==> src/rtl/fpaa_prog_addr_tx_if.sv <==
// Command handshake between the programming sequencer (master) and the address transmitter (slave).
interface fpaa_prog_addr_tx_if #(
    parameter int ISL_W   = 4,
    parameter int ROW_W   = 3,
    parameter int COL_W   = 3,
    parameter int MROW_W  = 4,
    parameter int MCOL_W  = 4,
    parameter int PULSE_W = 16
) ();
    logic               cmd_valid;
    logic               cmd_ready;
    logic [ISL_W-1:0]   cmd_island;
    logic [ROW_W-1:0]   cmd_row;
    logic [COL_W-1:0]   cmd_col;
    logic [MROW_W-1:0]  cmd_mrow;
    logic [MCOL_W-1:0]  cmd_mcol;
    logic [PULSE_W-1:0] cmd_pulse;

    modport master (
        output cmd_valid, cmd_island, cmd_row, cmd_col, cmd_mrow, cmd_mcol, cmd_pulse,
        input  cmd_ready
    );

    modport slave (
        input  cmd_valid, cmd_island, cmd_row, cmd_col, cmd_mrow, cmd_mcol, cmd_pulse,
        output cmd_ready
    );
endinterface

==> src/rtl/fpaa_prog_addr_tx.sv <==
// Programming-side transmitter: accepts one address command, shifts it MSB first onto the
// fabric select chain, strobes the decoder latch, then drives a programming pulse.
module fpaa_prog_addr_tx #(
    parameter int ISL_W    = 4,
    parameter int ROW_W    = 3,
    parameter int COL_W    = 3,
    parameter int MROW_W   = 4,
    parameter int MCOL_W   = 4,
    parameter int NUM_ROWS = 1,
    parameter int NUM_COLS = 7,
    parameter int CLK_DIV  = 2,
    parameter int PULSE_W  = 16
) (
    input  logic                clk,
    input  logic                reset,
    fpaa_prog_addr_tx_if.slave  cmd,
    output logic                sclk,
    output logic                sdata,
    output logic                slatch,
    output logic                prog_en,
    output logic                busy,
    output logic                done,
    output logic                err
);
    localparam int N     = ISL_W + ROW_W + COL_W + MROW_W + MCOL_W;
    localparam int BIT_W = $clog2(N + 1);
    localparam int DIV_W = (CLK_DIV > 1) ? $clog2(CLK_DIV) : 1;
    localparam logic [DIV_W-1:0] DIV_LAST = DIV_W'(CLK_DIV - 1);
    localparam logic [31:0] ROW_LIM = 32'(NUM_ROWS);
    localparam logic [31:0] COL_LIM = 32'(NUM_COLS);

    typedef enum logic [2:0] {
        IDLE, CHECK, SHIFT, LATCH, PULSE, DONE, REJ
    } state_t;

    state_t             state;
    logic               ready;
    logic [N-1:0]       frame;
    logic [ROW_W-1:0]   row;
    logic [COL_W-1:0]   col;
    logic [PULSE_W-1:0] pulse_len;
    logic [PULSE_W-1:0] pulse_cnt;
    logic [BIT_W-1:0]   bits_left;
    logic [DIV_W-1:0]   div_cnt;
    logic               out_of_range;

    assign cmd.cmd_ready = ready;
    assign out_of_range  = (32'(row) >= ROW_LIM) || (32'(col) >= COL_LIM);

    // frame is consumed from its MSB; sdata is reloaded only after a full high half of sclk
    always_ff @(posedge clk or posedge reset) begin
        if (reset) begin
            state     <= IDLE;
            ready     <= 1'b0;
            frame     <= '0;
            row       <= '0;
            col       <= '0;
            pulse_len <= '0;
            pulse_cnt <= '0;
            bits_left <= '0;
            div_cnt   <= '0;
            sclk      <= 1'b0;
            sdata     <= 1'b0;
            slatch    <= 1'b0;
            prog_en   <= 1'b0;
            busy      <= 1'b0;
            done      <= 1'b0;
            err       <= 1'b0;
        end else begin
            case (state)
                IDLE: begin
                    if (cmd.cmd_valid && ready) begin
                        frame     <= {cmd.cmd_island, cmd.cmd_row, cmd.cmd_col,
                                      cmd.cmd_mrow, cmd.cmd_mcol};
                        row       <= cmd.cmd_row;
                        col       <= cmd.cmd_col;
                        pulse_len <= cmd.cmd_pulse;
                        ready     <= 1'b0;
                        busy      <= 1'b1;
                        state     <= CHECK;
                    end else begin
                        ready <= 1'b1;
                    end
                end
                CHECK: begin
                    if (out_of_range) begin
                        err   <= 1'b1;
                        busy  <= 1'b0;
                        state <= REJ;
                    end else begin
                        sdata     <= frame[N-1];
                        frame     <= {frame[N-2:0], 1'b0};
                        sclk      <= 1'b0;
                        div_cnt   <= '0;
                        bits_left <= BIT_W'(N - 1);
                        state     <= SHIFT;
                    end
                end
                SHIFT: begin
                    if (div_cnt != DIV_LAST) begin
                        div_cnt <= div_cnt + 1'b1;
                    end else begin
                        div_cnt <= '0;
                        if (!sclk) begin
                            sclk <= 1'b1;
                        end else if (bits_left != '0) begin
                            sclk      <= 1'b0;
                            sdata     <= frame[N-1];
                            frame     <= {frame[N-2:0], 1'b0};
                            bits_left <= bits_left - 1'b1;
                        end else begin
                            sclk   <= 1'b0;
                            sdata  <= 1'b0;
                            slatch <= 1'b1;
                            state  <= LATCH;
                        end
                    end
                end
                LATCH: begin
                    if (div_cnt != DIV_LAST) begin
                        div_cnt <= div_cnt + 1'b1;
                    end else begin
                        div_cnt <= '0;
                        slatch  <= 1'b0;
                        if (pulse_len == '0) begin
                            done  <= 1'b1;
                            state <= DONE;
                        end else begin
                            prog_en   <= 1'b1;
                            pulse_cnt <= pulse_len;
                            state     <= PULSE;
                        end
                    end
                end
                PULSE: begin
                    if (pulse_cnt == PULSE_W'(1)) begin
                        prog_en <= 1'b0;
                        done    <= 1'b1;
                        state   <= DONE;
                    end else begin
                        pulse_cnt <= pulse_cnt - 1'b1;
                    end
                end
                DONE: begin
                    done  <= 1'b0;
                    busy  <= 1'b0;
                    ready <= 1'b1;
                    state <= IDLE;
                end
                REJ: begin
                    err   <= 1'b0;
                    ready <= 1'b1;
                    state <= IDLE;
                end
                default: state <= IDLE;
            endcase
        end
    end
endmodule

==> src/flat_wrapper.sv <==
// flat-port wrapper written by rule: the top's interface ports become plain ports
module fpaa_prog_addr_tx_flat 
#(
    parameter int ISL_W    = 4,
    parameter int ROW_W    = 3,
    parameter int COL_W    = 3,
    parameter int MROW_W   = 4,
    parameter int MCOL_W   = 4,
    parameter int NUM_ROWS = 1,
    parameter int NUM_COLS = 7,
    parameter int CLK_DIV  = 2,
    parameter int PULSE_W  = 16
)
  (clk, reset, sclk, sdata, slatch, prog_en, busy, done, err, cmd_cmd_valid, cmd_cmd_island, cmd_cmd_row, cmd_cmd_col, cmd_cmd_mrow, cmd_cmd_mcol, cmd_cmd_pulse, cmd_cmd_ready);
  fpaa_prog_addr_tx_if #(.ISL_W(ISL_W), .ROW_W(ROW_W), .COL_W(COL_W), .MROW_W(MROW_W), .MCOL_W(MCOL_W), .PULSE_W(PULSE_W)) cmd_i ();
  input  logic clk;
  input  logic reset;
  output logic sclk;
  output logic sdata;
  output logic slatch;
  output logic prog_en;
  output logic busy;
  output logic done;
  output logic err;
  input wire logic [$bits(cmd_i.cmd_valid)-1:0] cmd_cmd_valid;
  input wire logic [$bits(cmd_i.cmd_island)-1:0] cmd_cmd_island;
  input wire logic [$bits(cmd_i.cmd_row)-1:0] cmd_cmd_row;
  input wire logic [$bits(cmd_i.cmd_col)-1:0] cmd_cmd_col;
  input wire logic [$bits(cmd_i.cmd_mrow)-1:0] cmd_cmd_mrow;
  input wire logic [$bits(cmd_i.cmd_mcol)-1:0] cmd_cmd_mcol;
  input wire logic [$bits(cmd_i.cmd_pulse)-1:0] cmd_cmd_pulse;
  output wire logic [$bits(cmd_i.cmd_ready)-1:0] cmd_cmd_ready;
  assign cmd_i.cmd_valid = cmd_cmd_valid;
  assign cmd_i.cmd_island = cmd_cmd_island;
  assign cmd_i.cmd_row = cmd_cmd_row;
  assign cmd_i.cmd_col = cmd_cmd_col;
  assign cmd_i.cmd_mrow = cmd_cmd_mrow;
  assign cmd_i.cmd_mcol = cmd_cmd_mcol;
  assign cmd_i.cmd_pulse = cmd_cmd_pulse;
  assign cmd_cmd_ready = cmd_i.cmd_ready;
  fpaa_prog_addr_tx #(.ISL_W(ISL_W), .ROW_W(ROW_W), .COL_W(COL_W), .MROW_W(MROW_W), .MCOL_W(MCOL_W), .NUM_ROWS(NUM_ROWS), .NUM_COLS(NUM_COLS), .CLK_DIV(CLK_DIV), .PULSE_W(PULSE_W)) u_core (.clk(clk), .reset(reset), .cmd(cmd_i), .sclk(sclk), .sdata(sdata), .slatch(slatch), .prog_en(prog_en), .busy(busy), .done(done), .err(err));
endmodule
==> config.mk <==
export PLATFORM = sky130hd
export DESIGN_NAME = fpaa_prog_addr_tx_flat
export DESIGN_NICKNAME = d
export VERILOG_FILES = /design/src/rtl/fpaa_prog_addr_tx_if.sv /design/src/rtl/fpaa_prog_addr_tx.sv /design/src/flat_wrapper.sv
export SDC_FILE = /design/constraint.sdc
export NUM_CORES = 1
export LEC_CHECK = 0
export ABC_AREA = 1
export CAP_MARGIN = 20
export CORE_AREA = 2 2 98 100
export CTS_CLUSTER_DIAMETER = 40
export DETAILED_ROUTE_END_ITERATION = 12
export DIE_AREA = 0 0 100 102
export PLACE_DENSITY = 0.65
export SYNTH_ARGS = -nofsm -noshare
export SYNTH_HDL_FRONTEND = slang
export SYNTH_SLANG_ARGS = --single-unit
==> constraint.sdc <==
create_clock -name clk -period 6.5 [get_ports clk]
set_clock_uncertainty 0.2 [all_clocks]
set_input_delay 1.3 -clock clk [delete_from_list [all_inputs] [get_ports clk]]
set_output_delay 1.3 -clock clk [all_outputs]
set_load 0.01 [all_outputs]
==> flow_metrics.py, run 1 <==
metrics = {
    "run_status": {
        "status": "completed",
    },
    "setup_path": {
        "critPathLaunch": "u_core.cmd.cmd_ready",
        "crit_buf_inv": 1,
        "cp_slowest_stage_delay_ns": 0.56,
        "crit_type": "flop to output port",
        "startpoint_type": "flop",
        "crit_path_cell_trace": "clkdlybuf4s50_1",
        "slowest_stage": "clkdlybuf4s50_1",
        "crit_fanout": 4,
        "crit_path_end_kind": "output port",
        "cp.required_ns": 5.00,
        "crit_family": "buffers and inverters",
        "r2r_slack_ns": 4.06,
        "r2r_start": "u_core.state[0]",
        "arrival_ns": 1.31,
    },
    "timing": {
        "rsz0062_at_grt": "no",
        "final.setup.tns_ns": 0,
        "slew_violations": 0,
        "maxSlewHeadroom_pct": 37.63,
        "setup_viol": 0,
        "fin_crit_sh_pct": 43.26,
        "tightest_slew_ns": 0.9355,
        "finalHoldViolCount": 0,
        "max_freq_ghz": 0.3556,
        "whs_ns": 0.2808,
        "period_minus_slack_ns": 2.812,
    },
    "floorplan": {
        "ios": 45,
        "core_area_mm2": 0.009109,
        "die_h_um": 102,
        "initial_utilization_pct": 44.07,
        "rows": 35,
        "dieArea_mm2": 0.01020,
        "dieWidth_um": 100,
    },
    "logic_synthesis": {
        "yosysSeqAreaShare_pct": 45.51,
        "synthArstFlopShare_pct": 100.0,
        "synth_compound_gate_area_share_pct": 8.105,
        "synth_top_family_by_area": "simple AND/OR/NAND/NOR gates",
        "yosysTopAreaCellShare_pct": 45.51,
        "synth_fa_ha_area_share_pct": 0.9352,
        "netlist_instances": 545,
        "ys_types": 30,
        "synth_fp_nets": 585,
        "synth.mux.area_fraction_pct": 3.647,
        "syn_area_per_cell_um2": 7.365,
        "ys_warn_count": 0,
        "synth_area_mm2": 0.004014,
        "synth-xor-area-share_pct": 0.2182,
        "synth-edff-count": 0,
        "ys_ff_latch": 73,
        "synthSimpleGateAreaFrac_pct": 33.63,
        "synth.area.top_cells": "dfrtp_1, nand2_1, nor2_1, o21ai_0, inv_1",
        "yosys.area.top_type": "dfrtp_1",
        "synth_ff_type": "dfrtp_1",
    },
    "global_route": {
        "grt_pass1_vias": 3374,
        "track_usage_pct": 19.14,
        "grt_pass1_wl_um": 15470,
        "grt-ovfl-total": 0,
        "antenna_found_initial": 0,
        "grt_max_degree": 74,
    },
    "cts": {
        "clockBufferDepth": 2,
        "cts_root_buf": "clkbuf_8",
        "post-cts-setup-buffer-count": 0,
        "h-tree-depth": 3,
        "clk_pin_slew_ns": 0.08,
        "cts_resized": 0,
        "worstSkewPairLatency_ns": 0.35,
        "postCtsHoldBufs": 0,
        "cts_made_buffers": 9,
        "cts_tree": "done",
        "clock-sinks": 73,
    },
    "place": {
        "gp_congestion": 0.8687,
        "dp_hpwl_um": 6146,
        "place_area_mm2": 0.004511,
        "io_buffer_count": 44,
        "place_inst": 688,
    },
    "hold_path": {
        "min_from": "u_core.done",
        "hp-class": "flop to flop",
    },
    "detailed_routing": {
        "routed_wl_um": 8958,
        "via_per_inst": 4.960,
        "route.detailed.drc": 0,
        "route.vias.total": 3487,
        "routedWlPerCell_um": 12.74,
        "postRouteAntennaNets": 0,
        "drt_pass1_iterations": 4,
        "drtIter0Drc": 130,
    },
    "pwr": {
        "p_leak_nw": 2.317,
        "p_per_area_mw_per_mm2": 490.2,
        "vdd_drop_max_mv": 0.1658,
    },
    "flow_run": {
        "drv_cap": 0,
    },
    "finish": {
        "diodes": 0,
        "final_nets": 628,
        "final_area_mm2": 0.004695,
        "area_delta_synth_final_pct": 16.96,
        "final_cells": 703,
        "drive_above_1_share_pct": 9.966,
    },
}
## path summary, 6_finish.rpt
check	depth (start not counted)	to
setup / recovery	1	cmd_cmd_ready
hold reg to reg	2	u_core.done
hold / removal	2	u_core.done
setup reg to reg	9	u_core.pulse_cnt[8]
min in group asynchronous	3	u_core.frame[16]
max in group asynchronous	3	u_core.div_cnt
## cells in the final DEF, fill, tap and decap left out, types with 4 or more instances in the layout
cell / synthesis / routed
clkbuf_8: 0 / 9
o21ai_1: 6 / 6
inv_2: 5 / 6
nand2_2: 6 / 6
mux2_2: 13 / 13
nand3b_1: 4 / 4
nor2_2: 4 / 4
nand3_2: 4 / 4
nand3_1: 28 / 28
clkinv_2: 1 / 4
inv_1: 49 / 48
a21oi_1: 14 / 14
o21ai_0: 38 / 38
clkdlybuf4s50_1: 0 / 44
nor2_1: 55 / 55
nand2_1: 209 / 209
dfrtp_1: 73 / 73
## flip-flops by register name, summed over array words and instances, names as in the netlist
name and count:
u_core.pulse_cnt 16, u_core.col 3, u_core.bits_left 5, u_core.div_cnt 1, u_core.sdata 1, u_core.state 3
u_core.prog_en 1, u_core.sclk 1, u_core.err 1, u_core.cmd.cmd_ready 1, u_core.busy 1, u_core.done 1
u_core.slatch 1, u_core.frame 18, u_core.row 3, u_core.pulse_len 16
## per-layer routing
| metal | routed length, µm | part of all wire [%] | track usage, % |
|---|---|---|---|
| met5 | 0 | 0 | 0 |
| met4 | 76 | 0.85 | 6.006 |
| met3 | 270 | 3.0 | 4.720 |
| met2 | 4328 | 48 | 32.54 |
| met1 | 4283 | 48 | 24.27 |
## report_power, final
group          internal, mW  switching [mW]  leakage (nW)  total (mW)
logic                 0.409           0.693          1.33        1.10
clock network         0.173           0.172        0.0909       0.345
registers             0.673           0.181         0.897       0.854
## worst register-to-register path, cell delays in order (launching register included)
cell and delay, ns:
dfrtp_1 0.49, clkinv_2 0.14, nand2_2 0.08, nor2_4 0.41, inv_2 0.29, nor2_1 0.30, inv_1 0.09, nand2_2 0.21
nand2_1 0.09, nand2_1 0.07
## per-stage QoR
stage | setup WS (ns) | utilization [%] | power, mW
after global routing | 3.609 | 51.54 | 2.537
after global placement | 3.566 | 49.52 | 1.930
after detailed placement | 3.541 | 49.52 | 1.961
after CTS | 3.664 | 51.54 | 2.315
after floorplan | 3.147 | - | 1.707
final | 3.688 | 51.54 | 2.301
## kinds of logic (layout without fill, tap and decap cells)
kind of cell / count (synthesis) / after routing
xor+xnor: 1 / 1
compound gates: 63 / 63
flops: 73 / 73
simple gates: 321 / 321
fa+ha+maj: 3 / 3
mux: 13 / 13
buf+inv: 71 / 118
## synthesized netlist by cell type, types with 4 or more instances
| library cell | n |
|---|---|
| nand2_1 | 209 |
| o21ai_1 | 6 |
| nand3b_1 | 4 |
| inv_1 | 49 |
| nand3_2 | 4 |
| buf_6 | 4 |
| nand2_2 | 6 |
| a21oi_1 | 14 |
| buf_2 | 6 |
| nor2_1 | 55 |
| o21ai_0 | 38 |
| mux2_2 | 13 |
| dfrtp_1 | 73 |
| nand3_1 | 28 |
| inv_2 | 5 |
| nor2_2 | 4 |
## area by class of cell
cell class	instances	area, µm²
fillers	888	4414
multi-input cells	401	1868
flip-flops and latches	73	1827
repair buffers	47	462.9
inverters	56	214.0
well taps	111	138.9
clock buffers	9	123.9
clock inverters	6	60.06
Note: power is estimated with default switching activity, not from simulation.
==> inputs of run 2 (changes only) <==
==> constraint.sdc (replaced) <==
create_clock -name clk -period 2.94 [get_ports clk]
set_clock_uncertainty 0.2 [all_clocks]
set_input_delay 0.588 -clock clk [delete_from_list [all_inputs] [get_ports clk]]
set_output_delay 0.588 -clock clk [all_outputs]
set_load 0.01 [all_outputs]
==> run 2 against run 1 <==
Net effect:
- register-to-register slack lost 3.3 ns
- first-iteration DRC count grew 20%
- combinational power grew 120%
- non-clock buffer count grew 5
- power grew 120%
==> flow_metrics.py, run 2 (same netlist as run 1, synthesis figures left out) <==
metrics = {
    "run_status": {
        "status": "completed",
    },
    "hold_path": {
        "min_from": "u_core.frame[16]",
        "hp-class": "flop to flop",
    },
    "timing": {
        "period_minus_slack_ns": 2.209,
        "finalHoldViolCount": 0,
        "fin_crit_sh_pct": 75.13,
        "tightest_slew_ns": 0.5796,
        "rsz0062_at_grt": "no",
        "setup_viol": 0,
        "maxSlewHeadroom_pct": 61.27,
        "slew_violations": 0,
        "final.setup.tns_ns": 0,
        "max_freq_ghz": 0.4527,
    },
    "setup_path": {
        "cp-endpoint": "u_core.pulse_cnt[10]",
        "r2r_end": "u_core.pulse_cnt[10]",
        "crit_type": "flop to flop",
        "rr_worst_depth": 8,
        "r2r_start": "u_core.state[0]",
        "r2r_slack_ns": 0.73,
        "critPathLaunch": "u_core.state[0]",
        "cp.required_ns": 3.02,
        "arrival_ns": 2.29,
        "startpoint_type": "flop",
        "crit_path_end_kind": "flop",
        "crit_fanout": 22,
    },
    "finish": {
        "mostFrequentLayoutCells": "nand2_1, dfrtp_1, nor2_1",
        "register_area_mm2": 0.001827,
        "fillCellCount": 903,
        "largest_reg_flops": 18,
        "layout_commonest_cell": "nand2_1",
        "reg_top3": "u_core.frame: 18 flops, u_core.pulse_cnt: 16 flops, u_core.pulse_len: 16 flops",
        "drive_above_1_share_pct": 10.70,
        "final_cells": 709,
        "final_area_mm2": 0.004755,
        "multi_input_area_mm2": 0.001868,
        "final_nets": 633,
        "area_delta_synth_final_pct": 18.45,
        "top_register": "u_core.frame",
        "diodes": 0,
    },
    "detailed_routing": {
        "route.detailed.drc": 0,
        "postRouteAntennaNets": 0,
        "drtIter0Drc": 156,
        "route.vias.total": 3529,
        "via_per_inst": 4.977,
        "drt_pass1_iterations": 4,
        "routedWlPerCell_um": 12.66,
        "routed_wl_um": 8973,
    },
    "cts": {
        "clk_pin_slew_ns": 0.08,
        "clockBufferDepth": 2,
        "clock-sinks": 73,
        "cts_root_buf": "clkbuf_8",
        "post-cts-setup-buffer-count": 0,
        "postCtsHoldBufs": 0,
        "h-tree-depth": 3,
        "worstSkewPairLatency_ns": 0.34,
        "cts_tree": "done",
        "cts_resized": 0,
        "cts_made_buffers": 9,
    },
    "place": {
        "place_inst": 693,
        "io_buffer_count": 44,
        "dp_hpwl_um": 6507,
        "gp_congestion": 0.8790,
        "place_area_mm2": 0.004548,
    },
    "global_route": {
        "track_usage_pct": 19.17,
        "antenna_found_initial": 0,
        "grt_pass1_vias": 3385,
        "grt-ovfl-total": 0,
        "grt_max_degree": 36,
        "grt_pass1_wl_um": 15670,
    },
    "pwr": {
        "p_leak_nw": 2.353,
        "p_per_area_mw_per_mm2": 1084,
        "vdd_drop_max_mv": 0.4669,
    },
    "flow_run": {
        "drv_cap": 0,
    },
    "floorplan": {
        "dieWidth_um": 100,
        "core_area_mm2": 0.009109,
        "rows": 35,
        "die_h_um": 102,
        "ios": 45,
        "dieArea_mm2": 0.01020,
        "initial_utilization_pct": 44.07,
    },
}
run 2: changes by cell type in the layout (fill, tap and decap cells not counted):
cell        before  now
buf_4            3    8
clkbuf_1         0    1
clkbuf_8         9   11
clkinv_2         4    2
clkinv_4         0    1
clkinvlp_4       2    1
run 2: power by group:
| group | internal [mW] | leakage [nW] | switching (mW) | total, mW |
|---|---|---|---|---|
| sequential | 1.49 | 0.897 | 0.392 | 1.88 |
| clock | 0.439 | 0.103 | 0.380 | 0.819 |
| combinational | 0.918 | 1.35 | 1.54 | 2.45 |
| total | 2.85 | 2.35 | 2.31 | 5.15 |
run 2: critical path: stages, from the launching register on:
cell	delay, ns
dfrtp_1	0.53
clkinv_2	0.17
nor2_1	0.28
nor2_2	0.09
nor2_2	0.09
nand2_2	0.10
nor2_4	0.47
nand2_1	0.11
nand2_1	0.09
run 2: per-layer routing:
metal | global-route usage, % | share of wire, % | up-vias
met1 | 25.75 | 46 | 1630
met3 | 4.583 | 4.2 | 10
li1 | - | - | 1805
met2 | 31.03 | 48 | 84
met5 | 0 | 0 | -
met4 | 5.901 | 1.6 | 0
run 2: worst min-delay path by stage:
stage                            end  slack, ns  cells after the start
floorplan           u_core.frame[10]       0.25                      2
global placement     u_core.frame[2]       0.26                      2
detailed placement  u_core.frame[16]       0.27                      2
CTS                 u_core.frame[16]       0.29                      2
global route         u_core.frame[3]       0.31                      2
finish              u_core.frame[16]       0.29                      2
run 2: cell type report:
type	instances	area share [%]
Clock buffer	12	3.263
Sequential cell	73	38.42
Tap cell	111	2.921
Timing Repair Buffer	52	10.53
Clock inverter	4	1.079
Multi-Input combinational cell	401	39.29
Inverter	56	4.500
run 2: per-stage QoR:
stage	util, %	hold slack [ns]	power (mW)	worst slack [ns]
2_1_floorplan	-	0.2492	3.774	0.2987
3_3_place_gp	49.93	0.2632	4.290	0.7027
3_5_place_dp	49.93	0.2669	4.357	0.6559
4_1_cts	52.20	0.2892	5.195	0.7482
5_1_grt	52.20	0.3055	5.673	0.5234
6_report	52.20	0.2862	5.153	0.7313
